[src/rtl/keypad_scan_debounce.sv]
`default_nettype none
// +--------------------------------------------------------------------------+
// | Module      : keypad_scan_debounce                                       |
// | Description : 4x4 matrix keypad column scanner with press/release        |
// |               debounce, producing a sticky one-hot key code.             |
// |               Optional auto-repeat when KEY_REPEAT_EN is defined.        |
// | Revision    : 1.0 - initial release                                      |
// +--------------------------------------------------------------------------+
module keypad_scan_debounce #(
    parameter int SCAN_DIV      = 1000,
    parameter int DEBOUNCE_CNT  = 20000,
    parameter int REPEAT_DELAY  = 25000000,
    parameter int REPEAT_PERIOD = 5000000
) (
    input  logic        clk,
    input  logic        rst,
    input  logic [3:0]  row,
    output logic [3:0]  col,
    output logic [15:0] onehot,
    output logic        key_valid,
    output logic        key_down
);

    localparam int c_DIV_W = (SCAN_DIV > 1) ? $clog2(SCAN_DIV) : 1;
    localparam int c_CNT_W = $clog2(DEBOUNCE_CNT + 1);

    localparam logic [c_DIV_W-1:0] c_DIV_LAST = c_DIV_W'(SCAN_DIV - 1);
    localparam logic [c_CNT_W-1:0] c_CNT_LAST = c_CNT_W'(DEBOUNCE_CNT - 1);

    localparam logic [1:0] c_SCAN     = 2'd0;
    localparam logic [1:0] c_PRESS_DB = 2'd1;
    localparam logic [1:0] c_HOLD     = 2'd2;
    localparam logic [1:0] c_REL_DB   = 2'd3;

    if (SCAN_DIV < 2 || DEBOUNCE_CNT < 1 || REPEAT_DELAY < 1 || REPEAT_PERIOD < 1) begin : g_param_check
        $error("keypad_scan_debounce: parameter out of range");
    end

    logic [3:0]         sync1_q;
    logic [3:0]         rs_q;
    logic [1:0]         state_q,     state_d;
    logic [1:0]         col_idx_q,   col_idx_d;
    logic [1:0]         row_idx_q,   row_idx_d;
    logic [c_DIV_W-1:0] div_q,       div_d;
    logic [c_CNT_W-1:0] cnt_q,       cnt_d;
    logic [15:0]        onehot_q,    onehot_d;
    logic               key_valid_q, key_valid_d;
    logic               key_down_q,  key_down_d;

`ifdef KEY_REPEAT_EN
    localparam int c_REP_MAX = (REPEAT_DELAY > REPEAT_PERIOD) ? REPEAT_DELAY : REPEAT_PERIOD;
    localparam int c_REP_W   = $clog2(c_REP_MAX + 1);
    localparam logic [c_REP_W-1:0] c_DELAY_LAST  = c_REP_W'(REPEAT_DELAY - 1);
    localparam logic [c_REP_W-1:0] c_PERIOD_LAST = c_REP_W'(REPEAT_PERIOD - 1);

    logic [c_REP_W-1:0] rep_q, rep_d;
    logic               first_q, first_d;
`endif

    logic       w_idle;
    logic       w_single;
    logic [1:0] w_single_idx;
    logic       w_match;

    // Exactly one row low identifies a single key in the driven column.
    always_comb begin
        w_single     = 1'b1;
        w_single_idx = 2'd0;
        case (rs_q)
            4'b1110: w_single_idx = 2'd0;
            4'b1101: w_single_idx = 2'd1;
            4'b1011: w_single_idx = 2'd2;
            4'b0111: w_single_idx = 2'd3;
            default: w_single     = 1'b0;
        endcase
    end

    assign w_idle  = (rs_q == 4'b1111);
    assign w_match = (rs_q == ~(4'b0001 << row_idx_q));

    always_comb begin
        state_d     = state_q;
        col_idx_d   = col_idx_q;
        row_idx_d   = row_idx_q;
        div_d       = div_q;
        cnt_d       = cnt_q;
        onehot_d    = onehot_q;
        key_valid_d = 1'b0;
        key_down_d  = key_down_q;
`ifdef KEY_REPEAT_EN
        rep_d       = '0;
        first_d     = 1'b1;
`endif
        case (state_q)
            c_SCAN: begin
                if (div_q == c_DIV_LAST) begin
                    div_d = '0;
                    if (w_single) begin
                        row_idx_d = w_single_idx;
                        cnt_d     = '0;
                        state_d   = c_PRESS_DB;
                    end else begin
                        col_idx_d = col_idx_q + 2'd1;
                    end
                end else begin
                    div_d = div_q + 1'b1;
                end
            end
            c_PRESS_DB: begin
                if (!w_match) begin
                    state_d   = c_SCAN;
                    col_idx_d = col_idx_q + 2'd1;
                    div_d     = '0;
                    cnt_d     = '0;
                end else if (cnt_q == c_CNT_LAST) begin
                    cnt_d       = cnt_q + 1'b1;
                    state_d     = c_HOLD;
                    onehot_d    = 16'h0001 << {col_idx_q, row_idx_q};
                    key_valid_d = 1'b1;
                    key_down_d  = 1'b1;
                end else begin
                    cnt_d = cnt_q + 1'b1;
                end
            end
            c_HOLD: begin
                // A different non-idle pattern is ignored: the held key owns the scan.
                if (w_idle) begin
                    state_d = c_REL_DB;
                    cnt_d   = '0;
                end
`ifdef KEY_REPEAT_EN
                else begin
                    first_d = first_q;
                    if (rep_q == (first_q ? c_DELAY_LAST : c_PERIOD_LAST)) begin
                        key_valid_d = 1'b1;
                        rep_d       = '0;
                        first_d     = 1'b0;
                    end else begin
                        rep_d = rep_q + 1'b1;
                    end
                end
`endif
            end
            default: begin
                if (!w_idle) begin
                    state_d = c_HOLD;
                    cnt_d   = '0;
                end else if (cnt_q == c_CNT_LAST) begin
                    state_d    = c_SCAN;
                    key_down_d = 1'b0;
                    col_idx_d  = col_idx_q + 2'd1;
                    div_d      = '0;
                    cnt_d      = '0;
                end else begin
                    cnt_d = cnt_q + 1'b1;
                end
            end
        endcase
    end

    always_ff @(posedge clk or posedge rst) begin
        if (rst) begin
            sync1_q     <= 4'b1111;
            rs_q        <= 4'b1111;
            state_q     <= c_SCAN;
            col_idx_q   <= 2'd0;
            row_idx_q   <= 2'd0;
            div_q       <= '0;
            cnt_q       <= '0;
            onehot_q    <= 16'h0000;
            key_valid_q <= 1'b0;
            key_down_q  <= 1'b0;
        end else begin
            sync1_q     <= row;
            rs_q        <= sync1_q;
            state_q     <= state_d;
            col_idx_q   <= col_idx_d;
            row_idx_q   <= row_idx_d;
            div_q       <= div_d;
            cnt_q       <= cnt_d;
            onehot_q    <= onehot_d;
            key_valid_q <= key_valid_d;
            key_down_q  <= key_down_d;
        end
    end

`ifdef KEY_REPEAT_EN
    always_ff @(posedge clk or posedge rst) begin
        if (rst) begin
            rep_q   <= '0;
            first_q <= 1'b1;
        end else begin
            rep_q   <= rep_d;
            first_q <= first_d;
        end
    end
`endif

    assign col       = ~(4'b0001 << col_idx_q);
    assign onehot    = onehot_q;
    assign key_valid = key_valid_q;
    assign key_down  = key_down_q;

endmodule
`default_nettype wire
[config.mk]
export PLATFORM = sky130hd
export DESIGN_NAME = keypad_scan_debounce
export DESIGN_NICKNAME = d
export VERILOG_FILES = /design/src/rtl/keypad_scan_debounce.sv
export SDC_FILE = /design/constraint.sdc
export NUM_CORES = 1
export LEC_CHECK = 0
export ABC_AREA = 1
export BUFFER_PORTS_ARGS = -buffer_cell sky130_fd_sc_hd__buf_4
export CAP_MARGIN = 0
export CORE_UTILIZATION = 33
export CTS_BUF_LIST = sky130_fd_sc_hd__clkbuf_4 sky130_fd_sc_hd__clkbuf_8 sky130_fd_sc_hd__clkbuf_16
export DETAILED_ROUTE_END_ITERATION = 7
export PLACE_DENSITY = 0.45
export SLEW_MARGIN = 25
export SYNTH_ARGS = -nofsm -noshare
export SYNTH_HDL_FRONTEND = slang
export SYNTH_SLANG_ARGS = --single-unit
[constraint.sdc]
create_clock -name clk -period 2.2 [get_ports clk]
set_input_delay 0.22 -clock clk [delete_from_list [all_inputs] [get_ports clk]]
set_output_delay 0.22 -clock clk [all_outputs]
set_load 0.01 [all_outputs]
==> impl_results.md <==
- Met3 Use GR: 2.58%
- First-pass GRT wire length: 13,000 µm
- Syn_nets: 478
- Critical path startpoint category: flip-flop
- Post-place setup slack: 280 ps
- Clock slew at the register clock pins of the worst setup and hold paths: 60 ps
- Drt wl/cell: 12.6 µm
- First-pass detailed-route iteration total: 4
- RSZ-0062 raised after global routing: false
- Post-synthesis sequential area ratio: 42.7%
- Die area: 10,600 µm²
- Hpwl dp: 6000 µm
- Final worst slack: 174 ps
- DRT antenna net count: 0
- Busiest grt layer: met2
- Max_cap viols: 0
- Starting Density: 34.3%
- Crit Path Max Fanout: 12
- ANT cells: 0
- Initial DRC Count: 83
- CORE AREA: 9820 µm²
- VDD IR-drop max: 201 µV
- Yosys top cell by area: dfrtp_1
- I/O Pins: 28
- Htree depth: 3
- Area growth, synth to finish: 17.6%
- Slew headroom: 59.0%
- CP Data Required Time: 1980 ps
- PwrDens: 513 nW/µm²
- Die Span X: 103 µm
- Core Rows: 36
- Syn Area/Cell: 7.28 µm²
- GRT met1 Usage: 23.6%
- CTS buffer count: 9
- Routed vias: 2,962
- Fin crit share: 92.1%
- Most frequent cells after synthesis: nand2_1 (135), nor2_1 (55), dfrtp_1 (49)
- Post-route DRC: 0
- Initial antenna violation count: 0
- Final wirelength: 8020 µm
- Final hold vios: 0
- # hold bufs at CTS: 5
- Worst hold path type: flip-flop to flip-flop
- Vias per cell: 4.64
- Max-slew violation count: 0
- Clock Skew: 11.3 ps
- Vias in the first global route: 2,653
- Gate count after technology mapping: 462
- Critical Path End Type: primary output
- Post-synthesis cell type count: 33
- Total global-route track usage: 16.3%
- Met2 global-route usage: 23.8%
- Count leader, synth: nand2_1
- Most used DFF post-synth: dfrtp_1
- Share of cells above drive strength 1: 17.4%
- Number of synthesized flops with an enable pin: 0
- CP Class: flip-flop to primary output
- Leak Pwr: 1.89 nW
- Yosys warns: 0
- # setup viols final: 0
- Setup TNS: 0 ps
- Post-synth top area share: 36.5%
- Worst Hold Slack: 355 ps
- Status: completed
- Synth Register Bits: 57
- Placer congestion estimate: 0.826
- Post-synthesis async set-or-reset flop share: 100%
- Worst Max-Slew Pin Slew: 614 ps
- Remaining global-route overflow: 0
- Skew-Pair Late Insertion Delay: 340 ps
- Power Total: 0.00203 W
- CTS Buffer Depth: 2
- Min Tclk post-route: 2030 ps
- Critical path arrival: 1810 ps
- Die Span Y: 103 µm
- CTS tree: yes
- Fillers: 1,078
- CTS Root Cell: clkbuf_8
- Number of setup buffers added after CTS: 0
- CTS sink count: 57
- Top area cells in the synthesized netlist: dfrtp_1 (36%), nand2_1 (15%), nand3_1 (7.1%)
- Synth Cell Area: 3360 µm²
- Fmax: 494 MHz
- Final net count: 516
- I/O Buffers: 27
- PostCTS Resize Cnt: 0
- Largest net degree at the start of global routing: 33
logic make-up (layout without fill, tap and decap cells):
family          Yosys count  in the layout  synth area share (%)
fa+ha+maj                10             10                  3.72
flops                    57             57                  42.7
xor+xnor                  3              3                 0.781
simple gates            280            280                  36.7
compound gates           46             46                  7.92
buf+inv                  66            109                  8.18
worst paths after layout:
| check | to | slack (ps) | cells past startpoint | from |
|---|---|---|---|---|
| worst max-delay path | col[0] | 170 | 4 | col_idx_q[1] |
| worst min-delay path | rs_q[0] | 360 | 0 | sync1_q[0] |
| worst max register to register | cnt_q[5] | 310 | 10 | div_q[0] |
| worst min register to register | rs_q[0] | 360 | 0 | sync1_q[0] |
| max in group asynchronous | div_q[4] | 1100 | 4 | rst |
| min in group asynchronous | cnt_q[3] | 520 | 3 | rst |
layer usage:
layer / routed length (µm) / part of all wire [%] / vias up
li1: - / - / 1569
met1: 4260 / 53 / 1339
met2: 3380 / 42 / 42
met3: 233 / 2.9 / 12
met4: 145 / 1.8 / 0
met5: 0 / 0 / -
state kept, by name (all words and copies together), names as in the netlist:
signal,cells
cnt_q,15
col_idx_q,2
div_q,10
key_down,1
key_valid,1
onehot,16
row_idx_q,2
rs_q,4
state_q,2
sync1_q,4
layout make-up:
class	instances	area (µm²)	share of cell area [%]
tap	133	166	4.21
inverter	54	203	5.12
clock buffer	15	175	4.43
sequential	57	1440	36.3
timing repair buffer	39	318	8.04
multi-input combinational	339	1650	41.8
clock inverter	1	5.00	0.127
power by group:
part | total [W] | internal [W] | leakage (nW) | switching (W)
sequential | 0.00107 | 0.00106 | 0.755 | 0.00000566
combinational | 0.0000677 | 0.0000236 | 1.04 | 0.0000441
clock | 0.000892 | 0.000501 | 0.0988 | 0.000391
total | 0.00203 | 0.00159 | 1.89 | 0.000441
worst max-delay path, cell delays in order, from the launching register on:
cell,delay [ps]
dfrtp_1,610
clkinv_1,400
ha_1,300
inv_1,50
buf_4,110
metrics by stage:
step / area [µm²] / cells / utilization [%]
3_3_place_gp: 3720 / 617 / 37.9
4_1_cts: 3960 / 638 / 40.3
3_5_place_dp: 3720 / 617 / 37.9
5_1_grt: 3960 / 638 / 40.3
2_1_floorplan: 3360 / 462 / -
6_report: 3960 / 638 / 40.3
cell usage in the layout, fill, tap and decap left out, types with 8 or more instances in the layout:
cell      instances
clkbuf_8         10
buf_4            33
nor2_1           55
nand2_1         135
o21ai_0          12
inv_2             9
ha_1             10
inv_1            44
nand4_1          20
dfrtp_1          49
o21ai_1          19
dfstp_2           8
nand3_1          48
Note: power is estimated with default switching activity, not from simulation.
